**config.mk**
```make
export PLATFORM = sky130hd
export DESIGN_NAME = timer_seq_ctrl_flat
export DESIGN_NICKNAME = d
export VERILOG_FILES = /design/src/rtl/timer_seq_pkg.sv /design/src/rtl/timer_seq_ctrl_if.sv /design/src/rtl/counter_w_en.sv /design/src/rtl/timer_seq_ctrl.sv /design/src/flat_wrapper.sv
export SDC_FILE = /design/constraint.sdc
export NUM_CORES = 1
export LEC_CHECK = 0
export CORE_MARGIN = 5
export CORE_UTILIZATION = 45
export CTS_CLUSTER_DIAMETER = 100
export CTS_CLUSTER_SIZE = 28
export DETAILED_ROUTE_END_ITERATION = 12
export PLACE_DENSITY = 0.76
export REMOVE_ABC_BUFFERS = 1
export SYNTH_ARGS = -nofsm -noshare
export SYNTH_HDL_FRONTEND = slang
export SYNTH_HIERARCHICAL = 1
export SYNTH_SLANG_ARGS = --single-unit
```
**constraint.sdc**
```tcl
create_clock -name clk -period 5.9 [get_ports clk]
set_input_delay 0.59 -clock clk [delete_from_list [all_inputs] [get_ports clk]]
set_output_delay 0.59 -clock clk [all_outputs]
set_load 0.01 [all_outputs]
```
**src/rtl/timer_seq_pkg.sv**
```systemverilog
// Shared types and constants for the timer sequencer block.
package timer_seq_pkg;

    localparam int DEFAULT_W = 8;

    typedef enum logic [1:0] {
        IDLE   = 2'd0,
        RUN    = 2'd1,
        PAUSED = 2'd2,
        DONE   = 2'd3
    } state_t;

    typedef enum logic {
        ONE_SHOT = 1'b0,
        PERIODIC = 1'b1
    } mode_t;

endpackage

```
**src/rtl/timer_seq_ctrl_if.sv**
```systemverilog
// Configuration channel of the timer sequencer.
// Handshake: a transfer happens on a rising clk edge where cfg_valid and
// cfg_ready are both high; cfg_period/cfg_mode are sampled on that edge only.
// The master may hold or drop cfg_valid freely; cfg_ready never depends
// combinationally on cfg_valid.
interface timer_seq_ctrl_if import timer_seq_pkg::*; #(
    parameter int W = DEFAULT_W
) ();
    logic         cfg_valid;
    logic         cfg_ready;
    logic [W-1:0] cfg_period;
    logic         cfg_mode;

    modport master (output cfg_valid, output cfg_period, output cfg_mode, input cfg_ready);
    modport slave  (input cfg_valid, input cfg_period, input cfg_mode, output cfg_ready);
endinterface

```
**src/rtl/counter_w_en.sv**
```systemverilog
// W-bit synchronous up counter with enable, synchronous clear and
// an all-ones carry flag.
module counter_w_en #(
    parameter int W = 8
) (
    input  logic         clk,
    input  logic         rst,
    input  logic         i_en,
    input  logic         i_clr,
    output logic [W-1:0] o_count,
    output logic         o_carry
);
    logic [W-1:0] r_count;

    // Clear wins over enable; wraps naturally at W bits.
    always_ff @(posedge clk) begin
        if (rst || i_clr) begin
            r_count <= '0;
        end else if (i_en) begin
            r_count <= r_count + 1'b1;
        end
    end

    assign o_count = r_count;
    assign o_carry = &r_count;
endmodule

```
**src/rtl/timer_seq_ctrl.sv**
```systemverilog
// Programmable one-shot / periodic timer with pause, stop and retrigger.
// Priority of controls: rst > stop > start > cfg handshake > pause > counting.
module timer_seq_ctrl import timer_seq_pkg::*; #(
    parameter int W = DEFAULT_W
) (
    input  logic            clk,
    input  logic            rst,
    timer_seq_ctrl_if.slave cfg,
    input  logic            start,
    input  logic            stop,
    input  logic            pause,
    output logic [W-1:0]    count,
    output logic            busy,
    output logic            tick,
    output logic            done,
    output logic [W-1:0]    tick_cnt,
    output state_t          dbg_state
);
    state_t       r_state;
    state_t       w_state_nxt;
    logic [W-1:0] r_period_q;
    mode_t        r_mode_q;
    logic         r_tick;
    logic         r_done;
    logic [W-1:0] r_tick_cnt;
    logic         r_busy;
    logic         r_cfg_ready;

    logic         w_hs;
    logic         w_en;
    logic         w_clr;
    logic         w_tick_nxt;
    logic         w_done_nxt;
    logic [W-1:0] w_tick_cnt_nxt;
    logic [W-1:0] w_count;
    logic         w_carry;
    logic         w_terminal;

    counter_w_en #(.W(W)) u_counter (
        .clk     (clk),
        .rst     (rst),
        .i_en    (w_en),
        .i_clr   (w_clr),
        .o_count (w_count),
        .o_carry (w_carry)
    );

    assign w_hs = cfg.cfg_valid & r_cfg_ready;
    // count never exceeds period_q while running; the carry term only
    // guards against a wrap if that ever stopped holding.
    assign w_terminal = (w_count == r_period_q) | w_carry;

    // Next-state and next-output decode, highest priority control first.
    always_comb begin
        w_state_nxt    = r_state;
        w_en           = 1'b0;
        w_clr          = 1'b0;
        w_tick_nxt     = 1'b0;
        w_done_nxt     = r_done;
        w_tick_cnt_nxt = r_tick_cnt;
        if (stop) begin
            w_state_nxt = IDLE;
            w_clr       = 1'b1;
            w_done_nxt  = 1'b0;
        end else if (start) begin
            w_clr          = 1'b1;
            w_tick_cnt_nxt = '0;
            w_done_nxt     = 1'b0;
            w_state_nxt    = (r_state == PAUSED && pause) ? PAUSED : RUN;
        end else if (w_hs) begin
            w_done_nxt  = 1'b0;
            w_state_nxt = IDLE;
        end else begin
            case (r_state)
                RUN, PAUSED: begin
                    if (pause) begin
                        w_state_nxt = PAUSED;
                    end else if (w_terminal) begin
                        w_clr          = 1'b1;
                        w_tick_nxt     = 1'b1;
                        w_tick_cnt_nxt = (r_tick_cnt == '1) ? r_tick_cnt : r_tick_cnt + 1'b1;
                        if (r_mode_q == PERIODIC) begin
                            w_state_nxt = RUN;
                        end else begin
                            w_state_nxt = DONE;
                            w_done_nxt  = 1'b1;
                        end
                    end else begin
                        // Leaving PAUSED resumes counting on the same edge.
                        w_state_nxt = RUN;
                        w_en        = 1'b1;
                    end
                end
                default: begin
                end
            endcase
        end
    end

    // State, configuration and registered outputs.
    always_ff @(posedge clk) begin
        if (rst) begin
            r_state     <= IDLE;
            r_period_q  <= '0;
            r_mode_q    <= ONE_SHOT;
            r_tick      <= 1'b0;
            r_done      <= 1'b0;
            r_tick_cnt  <= '0;
            r_busy      <= 1'b0;
            r_cfg_ready <= 1'b1;
        end else begin
            if (w_hs) begin
                r_period_q <= cfg.cfg_period;
                r_mode_q   <= mode_t'(cfg.cfg_mode);
            end
            r_state     <= w_state_nxt;
            r_tick      <= w_tick_nxt;
            r_done      <= w_done_nxt;
            r_tick_cnt  <= w_tick_cnt_nxt;
            r_busy      <= (w_state_nxt == RUN) || (w_state_nxt == PAUSED);
            r_cfg_ready <= (w_state_nxt == IDLE) || (w_state_nxt == DONE);
        end
    end

    assign cfg.cfg_ready = r_cfg_ready;
    assign count         = w_count;
    assign busy          = r_busy;
    assign tick          = r_tick;
    assign done          = r_done;
    assign tick_cnt      = r_tick_cnt;
    assign dbg_state     = r_state;
endmodule

```
**src/flat_wrapper.sv**
```systemverilog
// flat-port wrapper written by rule: the top's interface ports become plain ports
module timer_seq_ctrl_flat import timer_seq_pkg::*;
#(
    parameter int W = DEFAULT_W
)
  (clk, rst, start, stop, pause, count, busy, tick, done, tick_cnt, dbg_state, cfg_cfg_valid, cfg_cfg_period, cfg_cfg_mode, cfg_cfg_ready);
  timer_seq_ctrl_if #(.W(W)) cfg_i ();
  input  logic clk;
  input  logic rst;
  input  logic start;
  input  logic stop;
  input  logic pause;
  output logic [W-1:0] count;
  output logic busy;
  output logic tick;
  output logic done;
  output logic [W-1:0] tick_cnt;
  output state_t dbg_state;
  input wire logic [$bits(cfg_i.cfg_valid)-1:0] cfg_cfg_valid;
  input wire logic [$bits(cfg_i.cfg_period)-1:0] cfg_cfg_period;
  input wire logic [$bits(cfg_i.cfg_mode)-1:0] cfg_cfg_mode;
  output wire logic [$bits(cfg_i.cfg_ready)-1:0] cfg_cfg_ready;
  assign cfg_i.cfg_valid = cfg_cfg_valid;
  assign cfg_i.cfg_period = cfg_cfg_period;
  assign cfg_i.cfg_mode = cfg_cfg_mode;
  assign cfg_cfg_ready = cfg_i.cfg_ready;
  timer_seq_ctrl #(.W(W)) u_core (.clk(clk), .rst(rst), .cfg(cfg_i), .start(start), .stop(stop), .pause(pause), .count(count), .busy(busy), .tick(tick), .done(done), .tick_cnt(tick_cnt), .dbg_state(dbg_state));
endmodule
```
==> metrics.txt, run 1 <==
# TYPE chip_impl_metric gauge
chip_impl_info{name="run_status",value="completed"} 1
chip_impl_metric{name="power.total",unit="mW"} 0.4029
chip_impl_metric{name="dp.final_hpwl",unit="um"} 2510
chip_impl_metric{name="clock_path_buffers",unit=""} 2
chip_impl_metric{name="ys_seq_area_share",unit="%"} 42.00
chip_impl_metric{name="register_area",unit="um2"} 620.6
chip_impl_metric{name="detail_route.first_pass.iterations",unit=""} 4
chip_impl_metric{name="area_of_the_core",unit="um2"} 3103
chip_impl_metric{name="postRouteAntennaNets",unit=""} 0
chip_impl_metric{name="final_layout_size_suffix_gt1_share",unit="%"} 8.531
chip_impl_metric{name="floorplan.io_pins",unit=""} 37
chip_impl_metric{name="setup_tns",unit="ns"} 0
chip_impl_metric{name="numPlacedInstances",unit=""} 247
chip_impl_metric{name="synth_cell_types",unit=""} 39
chip_impl_metric{name="vias",unit=""} 1403
chip_impl_metric{name="fin_worst_hold_slack",unit="ns"} 0.4713
chip_impl_metric{name="wirelength",unit="um"} 3392
chip_impl_metric{name="synthesis.instances",unit=""} 174
chip_impl_metric{name="async_reset_ff_share",unit="%"} 0
chip_impl_metric{name="required_time_at_the_worst_slack_endpoint",unit="ns"} 6.17
chip_impl_metric{name="clock_pin_slew_worst_setup_and_hold_paths",unit="ns"} 0.09
chip_impl_info{name="critical-path-top-delay-family",value="simple AND/OR/NAND/NOR gates"} 1
chip_impl_info{name="yosys-top-cells-area",value="dfxtp_1 (42%), xor2_1 (8.3%), nand2_1 (6.6%)"} 1
chip_impl_info{name="rsz0062_at_grt",value="false"} 1
chip_impl_metric{name="antennaDiodeCount",unit=""} 0
chip_impl_metric{name="p_clk_share",unit="%"} 35.0
chip_impl_info{name="worst_hold_path_type",value="flip-flop to flip-flop"} 1
chip_impl_metric{name="grt_max_degree",unit=""} 19
chip_impl_metric{name="post-cts-setup-buffer-count",unit=""} 0
chip_impl_metric{name="routabilityCongestion",unit=""} 0.8674
chip_impl_metric{name="maxSlewHeadroom",unit="%"} 58.63
chip_impl_metric{name="drtIter0Drc",unit=""} 92
chip_impl_info{name="most_frequent_cells_after_synthesis",value="dfxtp_1 (31), nand2_1 (26), nor2_1 (17)"} 1
chip_impl_metric{name="synth.ff_latch_count",unit=""} 31
chip_impl_metric{name="fin_cells",unit=""} 255
chip_impl_metric{name="chipWidth",unit="um"} 67.31
chip_impl_metric{name="via_count_of_the_first_global_routing_pass",unit=""} 1355
chip_impl_metric{name="number_of_flops_mapped_to_enable_cells_by_yosys",unit=""} 0
chip_impl_metric{name="share_seq_of_total_power",unit="%"} 54.0
chip_impl_metric{name="initial_core_util",unit="%"} 47.62
chip_impl_metric{name="achievable-frequency",unit="MHz"} 393.7
chip_impl_info{name="crit_path_top_delay_cell",value="or4_1"} 1
chip_impl_metric{name="multi_input_area",unit="um2"} 814.5
chip_impl_info{name="largest_area_contributor_in_the_synthesized_netlist",value="dfxtp_1"} 1
chip_impl_metric{name="worst_ep_arrival_time",unit="ns"} 2.81
chip_impl_metric{name="drv_cap",unit=""} 0
chip_impl_metric{name="worstPathMaxFanout",unit=""} 15
chip_impl_metric{name="critPathMaxStageDelay",unit="ns"} 0.45
chip_impl_metric{name="cts_htree_levels",unit=""} 2
chip_impl_info{name="cts.root.buffer_cell",value="clkbuf_4"} 1
chip_impl_info{name="yosys.cell_count.top_type",value="dfxtp_1"} 1
chip_impl_metric{name="syn-mean-instance-area",unit="um2"} 8.492
chip_impl_metric{name="clock_skew_after_layout",unit="ns"} 0.005663
chip_impl_metric{name="design.final.nets",unit=""} 228
chip_impl_metric{name="switchingPower",unit="mW"} 0.09727
chip_impl_info{name="cp_cell_sequence",value="clkdlybuf4s50_1, and2_1, nor3_2, nand2_1, nor2_1, nand3_1, or4_1, a21oi_1"} 1
chip_impl_metric{name="clkLatencyLatePin",unit="ns"} 0.34
chip_impl_metric{name="layout.filler_cells",unit=""} 296
chip_impl_metric{name="timing.final.max_slew_violations",unit=""} 0
chip_impl_metric{name="postCtsHoldBufs",unit=""} 0
chip_impl_metric{name="ys_warn_count",unit=""} 6
chip_impl_metric{name="report.final.setup_viol",unit=""} 0
chip_impl_metric{name="area.growth.synth_to_final",unit="%"} 30.91
chip_impl_metric{name="io_buffer_count",unit=""} 36
chip_impl_metric{name="grt_util_all_layers",unit="%"} 16.84
chip_impl_metric{name="grt_overflow",unit=""} 0
chip_impl_metric{name="combinationalPowerShare",unit="%"} 11.0
chip_impl_metric{name="final_hold_violations",unit=""} 0
chip_impl_info{name="setup.worst_path.start_class",value="input pin"} 1
chip_impl_metric{name="power_density",unit="nW/um2"} 208.3
chip_impl_info{name="tritoncts",value="yes"} 1
chip_impl_metric{name="irDropWorstVdd",unit="mV"} 0.1269
chip_impl_metric{name="power.share.switching",unit="%"} 24.14
chip_impl_metric{name="finalWorstPathRequiredPeriod",unit="ns"} 2.540
chip_impl_metric{name="post_detailed_route_wirelength_per_cell",unit="um"} 13.30
chip_impl_metric{name="clock_sink_count",unit=""} 31
chip_impl_metric{name="wire_length_of_the_first_global_routing_pass",unit="um"} 5809
chip_impl_info{name="critPathCaptureType",value="flip-flop"} 1
chip_impl_info{name="critical_path_class",value="input pin to flip-flop"} 1
chip_impl_metric{name="cell_internal_pwr",unit="mW"} 0.3056
chip_impl_metric{name="die-area",unit="um2"} 4530
chip_impl_metric{name="grt_antenna_before_repair",unit=""} 0
chip_impl_metric{name="post-route-drc-count",unit=""} 0
chip_impl_metric{name="numCtsBuffers",unit=""} 5
chip_impl_metric{name="path_buf_inv",unit=""} 1
chip_impl_metric{name="avgViaCountPerCell",unit=""} 5.502
chip_impl_metric{name="post_cts_resize_count",unit=""} 0
chip_impl_metric{name="post-route-period-util",unit="%"} 43.06
chip_impl_metric{name="power.leakage",unit="nW"} 0.7129
chip_impl_metric{name="tightest_slew",unit="ns"} 0.6186
chip_impl_info{name="ys_dominant_reg_cell",value="dfxtp_1"} 1
chip_impl_metric{name="fp-row-count",unit=""} 20
chip_impl_metric{name="die_height",unit="um"} 67.31
chip_impl_metric{name="synth_cell_area",unit="um2"} 1478
chip_impl_metric{name="yosys.area.top_type_share",unit="%"} 42.00
path summary, 6_finish.rpt:
path                                                   startpoint                                        to  slack [ns]  depth (start not counted)
worst max register to register     u_core/dbg_state[0]$_SDFF_PP0_  u_core/u_counter/o_count[7]$_SDFFE_PP0P_        3.53                          8
worst min register to register  u_core/r_period_q[1]$_SDFFE_PP0P_         u_core/r_period_q[1]$_SDFFE_PP0P_        0.47                          2
worst max-delay path                                cfg_cfg_valid  u_core/u_counter/o_count[7]$_SDFFE_PP0P_        3.36                          8
worst min-delay path            u_core/r_period_q[1]$_SDFFE_PP0P_         u_core/r_period_q[1]$_SDFFE_PP0P_        0.47                          2
cell families (layout without fill, tap and decap cells):
group | Yosys count | after routing | share of synthesized area, %
and+or+nand+nor | 78 | 78 | 27.77
xor gates and xnor gates | 15 | 15 | 8.891
muxes | 1 | 1 | 0.6774
adders and majority gates | 3 | 3 | 2.540
buffers and inverters | 11 | 48 | 2.878
AOI/OAI and AO/OA | 35 | 35 | 15.24
DFF | 31 | 31 | 42.00
worst min-delay path: stages, from the launching register on:
cell     delay, ns
dfxtp_1       0.33
nand2_1       0.05
a21oi_1       0.05
cells in the final DEF (no fill, tap or decap), types with 2 or more instances in the layout:
cell	n
or4_1	3
o31ai_1	3
nor2b_1	3
nor3_1	4
and3_1	2
nand3_1	4
inv_1	4
or3_2	2
o2111ai_1	2
ha_1	3
clkdlybuf4s50_1	36
a21oi_1	16
clkbuf_4	5
nor2_1	17
xor2_1	14
o21ai_0	5
dfxtp_1	31
nor4_1	4
clkbuf_8	2
a32o_1	2
nand4_1	3
nand2_1	26
or2_2	2
routing by layer:
layer	share of wire, %	track usage [%]	vias up
li1	-	-	690
met4	1.6	5.063	0
met2	46	26.87	63
met5	0	0	-
met1	46	20.35	640
met3	7.1	7.488	10
per-stage QoR:
step	utilization (%)	cell area, um2	worst slack, ns
6_report	62.34	1934	3.360
3_5_place_dp	60.12	1866	3.032
2_1_floorplan	-	1450	3.702
5_1_grt	62.34	1934	3.128
3_3_place_gp	60.12	1866	3.111
4_1_cts	62.34	1934	3.383
registers in the layout, indices dropped and copies added (netlist names):
name and flops:
u_core/cfg.cfg_ready 1, u_core/r_mode_q 1, u_core/dbg_state 2, u_core/u_counter/o_count 8, u_core/done 1, u_core/tick_cnt 8
u_core/busy 1, u_core/tick 1, u_core/r_period_q 8
area by class of cell:
type                            instances  area share [%]
Multi-Input combinational cell        132           42.11
Inverter                                4          0.7762
Sequential cell                        31           32.08
Tap cell                               44           2.846
Timing Repair Buffer                   36           18.63
Clock buffer                            8           3.558
power groups by stage:
| stage | Clock [mW] | Sequential (mW) | Combinational [mW] |
|---|---|---|---|
| 2_1_floorplan | 0 | 0.222 | 0.0238 |
| 3_3_place_gp | 0 | 0.222 | 0.0430 |
| 3_5_place_dp | 0 | 0.222 | 0.0440 |
| 4_1_cts | 0.144 | 0.217 | 0.0442 |
| 5_1_grt | 0.155 | 0.218 | 0.0497 |
| 6_report | 0.141 | 0.217 | 0.0445 |
(Power assumes the default switching activity.)
==> run 2: changes to the inputs <==
Clock period 5.9 ns to 2.6 ns, I/O delays scaled along.
==> run 2 against run 1 <==
Critical path depth fell by 1. Power increased by 110%. Routed wire length increased by 2.8%. Critical path type is now flip-flop to flip-flop. Highest routed layer unchanged. Sequential power grew 130%.
==> metrics.txt, run 2 (synthesis gave the netlist of run 1 again) <==
# TYPE chip_impl_metric gauge
chip_impl_info{name="critical_path_class",value="flip-flop to flip-flop"} 1
chip_impl_info{name="mostFrequentLayoutCell",value="clkdlybuf4s50_1"} 1
chip_impl_metric{name="area.growth.synth_to_final",unit="%"} 31.16
chip_impl_metric{name="critical_path_depth",unit=""} 7
chip_impl_metric{name="cts_htree_levels",unit=""} 2
chip_impl_metric{name="vias",unit=""} 1417
chip_impl_metric{name="design.final.nets",unit=""} 231
chip_impl_metric{name="worst_ep_arrival_time",unit="ns"} 2.48
chip_impl_metric{name="required_time_at_the_worst_slack_endpoint",unit="ns"} 2.86
chip_impl_metric{name="clock_skew_after_layout",unit="ns"} 0.007853
chip_impl_metric{name="worst-r2r-setup-slack",unit="ns"} 0.37
chip_impl_metric{name="avgViaCountPerCell",unit=""} 5.492
chip_impl_metric{name="power_density",unit="nW/um2"} 446.0
chip_impl_metric{name="fin_cells",unit=""} 258
chip_impl_metric{name="drtIter0Drc",unit=""} 108
chip_impl_metric{name="postRouteAntennaNets",unit=""} 0
chip_impl_metric{name="chipWidth",unit="um"} 67.31
chip_impl_metric{name="floorplan.io_pins",unit=""} 37
chip_impl_metric{name="report.final.setup_viol",unit=""} 0
chip_impl_metric{name="detail_route.first_pass.iterations",unit=""} 4
chip_impl_info{name="setup.worst_path.start_class",value="flip-flop"} 1
chip_impl_metric{name="share_seq_of_total_power",unit="%"} 57.1
chip_impl_metric{name="clock_sink_count",unit=""} 31
chip_impl_info{name="run_status",value="completed"} 1
chip_impl_info{name="critical_path.reg2reg.endpoint",value="u_core/tick_cnt[7]$_SDFFE_PP0P_"} 1
chip_impl_metric{name="die-area",unit="um2"} 4530
chip_impl_metric{name="worstPathMaxFanout",unit=""} 7
chip_impl_metric{name="numCtsBuffers",unit=""} 5
chip_impl_metric{name="die_height",unit="um"} 67.31
chip_impl_metric{name="dp.final_hpwl",unit="um"} 2642
chip_impl_metric{name="drv_cap",unit=""} 0
chip_impl_info{name="layout.cells.most_common_list",value="clkdlybuf4s50_1 (36), dfxtp_1 (31), nand2_1 (26)"} 1
chip_impl_metric{name="timing.final.max_slew_violations",unit=""} 0
chip_impl_info{name="rsz0062_at_grt",value="false"} 1
chip_impl_metric{name="cell_internal_pwr",unit="mW"} 0.6423
chip_impl_metric{name="routabilityCongestion",unit=""} 0.8176
chip_impl_metric{name="ff2ff_path_depth",unit=""} 7
chip_impl_metric{name="final_layout_size_suffix_gt1_share",unit="%"} 9.346
chip_impl_metric{name="initial_core_util",unit="%"} 47.62
chip_impl_info{name="critical-path-top-delay-family",value="simple AND/OR/NAND/NOR gates"} 1
chip_impl_metric{name="wire_length_of_the_first_global_routing_pass",unit="um"} 6182
chip_impl_metric{name="path_buf_inv",unit=""} 0
chip_impl_info{name="cp-endpoint",value="u_core/tick_cnt[7]$_SDFFE_PP0P_"} 1
chip_impl_metric{name="post-cts-setup-buffer-count",unit=""} 0
chip_impl_metric{name="final_hold_violations",unit=""} 0
chip_impl_metric{name="via_count_of_the_first_global_routing_pass",unit=""} 1379
chip_impl_metric{name="grt_overflow",unit=""} 0
chip_impl_metric{name="finalCoreUtilization",unit="%"} 62.46
chip_impl_metric{name="finalWorstPathRequiredPeriod",unit="ns"} 2.226
chip_impl_metric{name="clkLatencyLatePin",unit="ns"} 0.34
chip_impl_metric{name="multi_input_area",unit="um2"} 814.5
chip_impl_info{name="worst_hold_path_type",value="input pin to flip-flop"} 1
chip_impl_metric{name="post_detailed_route_wirelength_per_cell",unit="um"} 13.51
chip_impl_metric{name="power.leakage",unit="nW"} 0.7188
chip_impl_info{name="crit_path_top_delay_cell",value="dfxtp_1"} 1
chip_impl_info{name="cts.root.buffer_cell",value="clkbuf_4"} 1
chip_impl_metric{name="holdPathStages",unit=""} 3
chip_impl_metric{name="wirelength",unit="um"} 3486
chip_impl_metric{name="critPathMaxStageDelay",unit="ns"} 0.48
chip_impl_info{name="cp_cell_sequence",value="ha_1, nand2_1, nor3_1, a41o_2, nor2_2, or4_1, a21oi_1"} 1
chip_impl_metric{name="switchingPower",unit="mW"} 0.2221
chip_impl_metric{name="register_area",unit="um2"} 620.6
chip_impl_metric{name="area_of_the_core",unit="um2"} 3103
chip_impl_metric{name="grt_util_all_layers",unit="%"} 17.91
chip_impl_metric{name="grt_max_degree",unit=""} 14
chip_impl_metric{name="layout.filler_cells",unit=""} 314
chip_impl_metric{name="power.share.switching",unit="%"} 25.69
chip_impl_metric{name="numPlacedInstances",unit=""} 250
chip_impl_info{name="worst_setup_path_startpoint",value="u_core/u_counter/o_count[0]$_SDFFE_PP0P_"} 1
chip_impl_metric{name="p_clk_share",unit="%"} 30.9
chip_impl_metric{name="grt_antenna_before_repair",unit=""} 0
chip_impl_metric{name="maxSlewHeadroom",unit="%"} 71.87
chip_impl_info{name="critPathCaptureType",value="flip-flop"} 1
chip_impl_info{name="r2r_start",value="u_core/u_counter/o_count[0]$_SDFFE_PP0P_"} 1
chip_impl_metric{name="irDropWorstVdd",unit="mV"} 0.3081
chip_impl_metric{name="setup_tns",unit="ns"} 0
chip_impl_metric{name="achievable-frequency",unit="MHz"} 449.2
chip_impl_metric{name="setup_ws",unit="ns"} 0.3738
chip_impl_metric{name="io_buffer_count",unit=""} 36
chip_impl_metric{name="post_cts_resize_count",unit=""} 0
chip_impl_metric{name="tightest_slew",unit="ns"} 0.4182
chip_impl_metric{name="combinationalPowerShare",unit="%"} 12.0
chip_impl_metric{name="clock_pin_slew_worst_setup_and_hold_paths",unit="ns"} 0.09
chip_impl_metric{name="antennaDiodeCount",unit=""} 0
chip_impl_metric{name="post-route-period-util",unit="%"} 85.62
chip_impl_metric{name="postCtsHoldBufs",unit=""} 0
chip_impl_metric{name="preCtsSetupSlack",unit="ns"} 0.3280
chip_impl_metric{name="clock_path_buffers",unit=""} 2
chip_impl_metric{name="fp-row-count",unit=""} 20
chip_impl_info{name="tritoncts",value="yes"} 1
chip_impl_metric{name="post-route-drc-count",unit=""} 0
## run 2: cell types whose count changed in the layout (fill, tap and decap cells not counted)
cell	previous run	this run
buf_4	0	3
clkbuf_1	1	2
clkinv_2	0	1
clkbuf_8	2	0
## run 2: worst min path at each step
stage          slack (ns)                           endpoint                              start
2_1_floorplan        0.33       u_core/r_mode_q$_SDFFE_PP0P_                                rst
3_3_place_gp         0.46  u_core/r_period_q[0]$_SDFFE_PP0P_  u_core/r_period_q[0]$_SDFFE_PP0P_
3_5_place_dp         0.47  u_core/r_period_q[5]$_SDFFE_PP0P_  u_core/r_period_q[5]$_SDFFE_PP0P_
4_1_cts              0.45       u_core/r_mode_q$_SDFFE_PP0P_                       cfg_cfg_mode
5_1_grt              0.46  u_core/r_period_q[2]$_SDFFE_PP0P_                  cfg_cfg_period[2]
6_report             0.46       u_core/r_mode_q$_SDFFE_PP0P_                       cfg_cfg_mode
## run 2: worst min-delay path, delay by kind of cell
family	cells	cell delay, ns
AND/OR/NAND/NOR	1	0.05
buffers and inverters	1	0.39
AO/OA/AOI/OAI	1	0.05
## run 2: per-stage QoR
step                      instance area [um2]  hold slack [ns]  power [mW]
after floorplan                          1450           0.3291      0.5581
after global placement                   1888           0.4580      0.6051
after detailed placement                 1888           0.4656      0.6082
after CTS                                1938           0.4515      0.8728
after global routing                     1938           0.4587      0.9112
final                                    1938           0.4624      0.8644
## run 2: layout make-up
type / instances / share of cell area (%)
Multi-Input combinational cell: 132 / 42.03
Sequential cell: 31 / 32.02
Timing Repair Buffer: 39 / 19.75
Tap cell: 44 / 2.841
Clock buffer: 7 / 2.324
Inverter: 4 / 0.7747
Clock inverter: 1 / 0.2582
## run 2: layer usage
layer / vias to the layer above / GRT usage, % / wire length, um
li1: 698 / - / -
met4: 0 / 9.114 / 81
met1: 660 / 22.26 / 1535
met2: 50 / 28.83 / 1658
met3: 9 / 4.160 / 211
met5: - / 0 / 0
## run 2: power groups by stage
stage	Combinational (mW)	Sequential [mW]	Clock, mW
2_1_floorplan	0.0539	0.504	0
3_3_place_gp	0.101	0.504	0
3_5_place_dp	0.104	0.505	0
4_1_cts	0.104	0.493	0.275
5_1_grt	0.115	0.495	0.301
6_report	0.104	0.493	0.267
==> run 3: changes to the inputs <==
Settings changed: CORE_ASPECT_RATIO from default to 0.9, CTS_CLUSTER_DIAMETER 100 to 30, SLEW_MARGIN from default to 20.
==> run 3 against run 2 <==
Sequential share of layout area fell by 1.0 points. Routed wire length about the same. Clock power increased by 82%. Die area hardly changed. Global-route usage shrank 1.6 points. Clock skew barely moved. Count of clock-buffer cells in the layout down 1. Sequential power is essentially flat. Core utilization grew 1.9 points. Worst hold slack improved by 0.0061 ns. Final area is 3.4% higher. Critical endpoint is now u_core/tick_cnt[5]$_SDFFE_PP0P_. Largest power group unchanged.
==> metrics.txt, run 3 (synthesis gave the netlist of run 1 again) <==
# TYPE chip_impl_metric gauge
chip_impl_metric{name="layout.filler_cells",unit=""} 266
chip_impl_info{name="run_status",value="completed"} 1
chip_impl_metric{name="grt_util_all_layers",unit="%"} 16.27
chip_impl_metric{name="worstPathMaxFanout",unit=""} 7
chip_impl_metric{name="die-area",unit="um2"} 4532
chip_impl_metric{name="final_hold_violations",unit=""} 0
chip_impl_metric{name="finalInstanceArea",unit="um2"} 2003
chip_impl_metric{name="dp.final_hpwl",unit="um"} 2588
chip_impl_metric{name="tightest_slew",unit="ns"} 0.6118
chip_impl_metric{name="die_height",unit="um"} 64.37
chip_impl_metric{name="antennaDiodeCount",unit=""} 0
chip_impl_metric{name="post-cts-setup-buffer-count",unit=""} 0
chip_impl_info{name="tritoncts",value="yes"} 1
chip_impl_info{name="crit_path_top_delay_cell",value="dfxtp_1"} 1
chip_impl_info{name="rsz0062_at_grt",value="false"} 1
chip_impl_metric{name="switchingPower",unit="mW"} 0.2363
chip_impl_metric{name="clkLatencyLatePin",unit="ns"} 0.29
chip_impl_metric{name="timing.final.max_slew_violations",unit=""} 0
chip_impl_info{name="cp_cell_sequence",value="ha_1, nand2_1, nor3_1, a41o_2, nor2_2, or4_1, a21oi_1"} 1
chip_impl_metric{name="maxSlewHeadroom",unit="%"} 58.84
chip_impl_metric{name="io_buffer_count",unit=""} 36
chip_impl_info{name="layout.cells.most_common_list",value="clkdlybuf4s50_1 (36), dfxtp_1 (31), nand2_1 (26)"} 1
chip_impl_metric{name="finalWorstPathRequiredPeriod",unit="ns"} 2.165
chip_impl_metric{name="report.final.setup_viol",unit=""} 0
chip_impl_metric{name="postRouteAntennaNets",unit=""} 0
chip_impl_metric{name="clock_sink_count",unit=""} 31
chip_impl_metric{name="cts_htree_levels",unit=""} 2
chip_impl_info{name="cts.root.buffer_cell",value="clkbuf_8"} 1
chip_impl_metric{name="drtIter0Drc",unit=""} 79
chip_impl_metric{name="drv_cap",unit=""} 0
chip_impl_metric{name="post_cts_resize_count",unit=""} 0
chip_impl_metric{name="critPathMaxStageDelay",unit="ns"} 0.47
chip_impl_metric{name="wl_met3",unit="um"} 263
chip_impl_metric{name="via_count_of_the_first_global_routing_pass",unit=""} 1275
chip_impl_metric{name="wire_length_of_the_first_global_routing_pass",unit="um"} 5927
chip_impl_metric{name="p_clk_share",unit="%"} 44.8
chip_impl_metric{name="clock_skew_after_layout",unit="ns"} 0.007649
chip_impl_info{name="setup.worst_path.start_class",value="flip-flop"} 1
chip_impl_metric{name="setup_tns",unit="ns"} 0
chip_impl_metric{name="clock_pin_slew_worst_setup_and_hold_paths",unit="ns"} 0.07
chip_impl_metric{name="power.share.switching",unit="%"} 21.80
chip_impl_metric{name="post-route-period-util",unit="%"} 83.26
chip_impl_metric{name="power.total",unit="mW"} 1.084
chip_impl_metric{name="grt_max_degree",unit=""} 18
chip_impl_metric{name="irDropWorstVdd",unit="mV"} 0.4029
chip_impl_metric{name="detail_route.first_pass.iterations",unit=""} 4
chip_impl_metric{name="floorplan.io_pins",unit=""} 37
chip_impl_metric{name="design.final.nets",unit=""} 231
chip_impl_metric{name="routabilityCongestion",unit=""} 0.8969
chip_impl_metric{name="grt_overflow",unit=""} 0
chip_impl_metric{name="postCtsHoldBufs",unit=""} 0
chip_impl_info{name="mostFrequentLayoutCell",value="clkdlybuf4s50_1"} 1
chip_impl_metric{name="final_layout_size_suffix_gt1_share",unit="%"} 10.28
chip_impl_info{name="worst_hold_path_type",value="flip-flop to flip-flop"} 1
chip_impl_metric{name="post-route-drc-count",unit=""} 0
chip_impl_metric{name="achievable-frequency",unit="MHz"} 462.0
chip_impl_metric{name="share_seq_of_total_power",unit="%"} 45.6
chip_impl_metric{name="fp-row-count",unit=""} 19
chip_impl_metric{name="critical_path_depth",unit=""} 7
chip_impl_metric{name="combinationalPowerShare",unit="%"} 9.6
chip_impl_metric{name="power_density",unit="nW/um2"} 541.0
chip_impl_metric{name="path_buf_inv",unit=""} 0
chip_impl_info{name="critical-path-top-delay-family",value="simple AND/OR/NAND/NOR gates"} 1
chip_impl_metric{name="required_time_at_the_worst_slack_endpoint",unit="ns"} 2.81
chip_impl_metric{name="chipWidth",unit="um"} 70.41
chip_impl_metric{name="met2RoutedLength",unit="um"} 1556
chip_impl_metric{name="avgViaCountPerCell",unit=""} 5.367
chip_impl_metric{name="holdPathStages",unit=""} 2
chip_impl_metric{name="vias",unit=""} 1374
chip_impl_metric{name="post_detailed_route_wirelength_per_cell",unit="um"} 13.62
chip_impl_metric{name="power.leakage",unit="nW"} 0.7507
chip_impl_metric{name="area.growth.synth_to_final",unit="%"} 35.56
chip_impl_metric{name="initial_core_util",unit="%"} 47.45
chip_impl_metric{name="grt_antenna_before_repair",unit=""} 0
chip_impl_metric{name="worst_ep_arrival_time",unit="ns"} 2.37
chip_impl_metric{name="met1_length",unit="um"} 1591
chip_impl_info{name="critical_path_class",value="flip-flop to flip-flop"} 1
chip_impl_metric{name="cell_internal_pwr",unit="mW"} 0.8475
chip_impl_metric{name="numCtsBuffers",unit=""} 5
chip_impl_metric{name="wirelength",unit="um"} 3487
chip_impl_info{name="top_signal_layer_used",value="met4"} 1
chip_impl_metric{name="area_of_the_core",unit="um2"} 3114
chip_impl_metric{name="ff2ff_path_depth",unit=""} 7
chip_impl_metric{name="clock_path_buffers",unit=""} 2
chip_impl_info{name="critPathCaptureType",value="flip-flop"} 1
chip_impl_metric{name="dpl-instance-area",unit="um2"} 1886
[run 3: routing by layer]
| metal | up-vias | track usage [%] |
|---|---|---|
| met4 | 0 | 6.459 |
| met5 | - | 0 |
| li1 | 692 | - |
| met3 | 9 | 6.740 |
| met1 | 614 | 19.17 |
| met2 | 59 | 26.29 |
[run 3: final timing paths]
kind | slack (ns) | endpoint | start
min reg2reg | 0.47 | u_core/r_period_q[0]$_SDFFE_PP0P_ | u_core/r_period_q[0]$_SDFFE_PP0P_
max reg2reg | 0.44 | u_core/tick_cnt[5]$_SDFFE_PP0P_ | u_core/u_counter/o_count[0]$_SDFFE_PP0P_
min | 0.47 | u_core/r_period_q[0]$_SDFFE_PP0P_ | u_core/r_period_q[0]$_SDFFE_PP0P_
max | 0.44 | u_core/tick_cnt[5]$_SDFFE_PP0P_ | u_core/u_counter/o_count[0]$_SDFFE_PP0P_
[run 3: metrics by stage]
step	hold WS, ns	utilization, %	setup slack, ns	std cells
after global placement	0.4576	60.55	0.4609	248
final	0.4685	64.32	0.4354	256
after floorplan	0.3291	-	0.4563	167
after detailed placement	0.4621	60.55	0.3709	248
after CTS	0.4716	64.32	0.4539	256
after global routing	0.4895	64.32	0.2588	256
[run 3: final cells by class]
class / count / area [um2] / area share, %
Multi-Input combinational cell: 132 / 814.5 / 40.66
Sequential cell: 31 / 620.6 / 30.98
Timing Repair Buffer: 39 / 382.9 / 19.11
Clock buffer: 6 / 82.58 / 4.122
Tap cell: 42 / 52.55 / 2.623
Clock inverter: 2 / 35.03 / 1.749
Inverter: 4 / 15.01 / 0.7495
[run 3: power by group through the flow]
stage	clock [mW]	sequential (mW)	combinational [mW]
floorplan	0	0.504	0.0539
global placement	0	0.504	0.101
detailed placement	0	0.504	0.103
CTS	0.496	0.494	0.104
global route	0.522	0.495	0.115
finish	0.486	0.494	0.104
[run 3: worst register-to-register path: stages (launching register included)]
cell     delay, ns
dfxtp_1       0.47
ha_1          0.27
nand2_1       0.07
nor3_1        0.23
a41o_2        0.30
nor2_2        0.09
or4_1         0.47
a21oi_1       0.18
==> patch (config.mk and constraints of run 3) <==
The package constant `DEFAULT_W` goes from 8 to 6.
--- a/src/rtl/timer_seq_pkg.sv
+++ b/src/rtl/timer_seq_pkg.sv
@@ -2,5 +2,5 @@
 package timer_seq_pkg;
 
-    localparam int DEFAULT_W = 8;
+    localparam int DEFAULT_W = 6;
 
     typedef enum logic [1:0] {
Interface: changed (resized cfg_cfg_period, count and tick_cnt); port bits go from 37 to 31. The function was not compared with the original's and may differ.
==> patch against run 3 <==
- clock power fell by 65%
- critical endpoint is now u_core/u_counter/o_count[5]$_SDFFE_PP0P_
- critical path depth increased by 1
- clock skew shrank 0.0036 ns
- non-clock buffer count down 6
- first-iteration DRC count down 70%
- hold slack improved by 0.0066 ns
- final area shrank 21%
- synthesized cell count shrank 18%
- worst setup slack lost 0.31 ns
- combinational power is 9% lower
- routed wire length shrank 20%
- largest power group unchanged
- power fell by 39%
- sequential cell count shrank 6
- area after synthesis is 18% lower
==> patch: results (changes against run 3) <==
Status
  – Status: finished clean

Logic synthesis
  – Top cells by area, synth: dfxtp_1 (41%), nand2_1 (7.2%), a21oi_1 (7.1%)
  – Distinct cells, synth: 34 (-13%)
  – Synth Area in XOR/XNOR: 7.26% (-1.6 points)
  – Synth Area in Compound Gates: 17.4% (+2.2 points)
  – Sequential element share of the synthesized area: 41.5% (-0.50 points)
  – Mux share of post-synthesis cell area: 0.830% (+0.15 points)
  – Synth cell count leaders: dfxtp_1 (25), nand2_1 (23), a21oi_1 (17)
  – Area share of fa/ha/maj cells after synthesis: 3.11% (+0.57 points)

Placement
  – Buffers on Ports: 30 (-17%)
  – Routability cong.: 0.887 (-1.1%)
  – Dpl hpwl: 2.21 mm (-15%)

CTS
  – H-tree depth: 1 (-1)
  – TritonCTS Buffers: 3 (-2)
  – Worst skew pair latency: 0.31 ns (+0.02 ns)
  – Reg clk slew, reported paths: 0.13 ns (+0.06 ns)
  – CTS root buffer: clkbuf_4

Power
  – Leakage: 0.000586 uW (-22%)
  – Pwr Total: 665 uW (-39%)
  – Peak VDD IR: 331 uV (-18%)

Global route
  – Global Route met3 Usage: 5.12% (-1.6 points)
  – Global-route wire length before repair: 4.75 mm (-20%)
  – Grt met1 use: 19.8% (+0.67 points)
  – Number of global-route vias before repair: 1,055 (-17%)
  – Met2 GRT Util: 26.6% (+0.33 points)

Drt
  – Vias per inst: 5.56 (+3.7%)
  – Total wire length: 2.79 mm (-20%)
  – Initial DRC count: 24 (-70%)

Worst setup path
  – Crit path from: u_core/dbg_state[0]$_SDFF_PP0_
  – Cells on worst reg2reg path: 8 (+1)
  – Worst Path Max Fanout: 5 (-2)
  – WP data arrival: 2.72 ns (+0.35 ns)
  – End point of the critical path: u_core/u_counter/o_count[5]$_SDFFE_PP0P_
  – CP max-delay cell: or4_1
  – Flop-to-flop setup slack: 0.13 ns (-0.31 ns)

Min path
  – Hold Startpoint: cfg_cfg_mode
  – WHS Path Cells: 3 (+1)
  – Hold/Removal Path Class: in -> reg

Timing
  – Layout Skew: 0.00407 ns (-0.00358 ns)
  – Slew @ Worst Pin: 0.666 ns (+0.0539 ns)

Cells and area
  – Layout cell share with drive strength beyond 1: 8.52% (-1.8 points)
## patch: cell type report
type,instances,area (um2)
repair buffers,33,323
inverters,3,11.3
multi-input cells,111,679
well taps,28,35.0
fillers,216,935
clock buffers,4,26.3
flip-flops and latches,25,500
## patch: metrics by stage
step           cell area, um2  hold slack (ns)  utilization (%)  setup slack (ns)  std cells
3_5_place_dp             1550            0.461             61.7             0.160        200
3_3_place_gp             1550            0.457             61.7             0.252        200
2_1_floorplan            1190            0.329                -             0.104        139
6_report                 1580            0.475             62.8             0.130        204
5_1_grt                  1580            0.462             62.8            0.0278        204
4_1_cts                  1580            0.468             62.8             0.153        204
## patch: report_power, final
group / leakage [uW] / switching, uW / internal, uW
logic: 0.000368 / 49.1 / 45.5
registers: 0.000203 / 6.47 / 393
clock network: 0.0000150 / 111 / 60.0
## patch: layer usage
layer	routed length, um	vias to the layer above
met5	0	-
met3	150	2
met1	1310	528
li1	-	577
met2	1320	28
met4	14	0
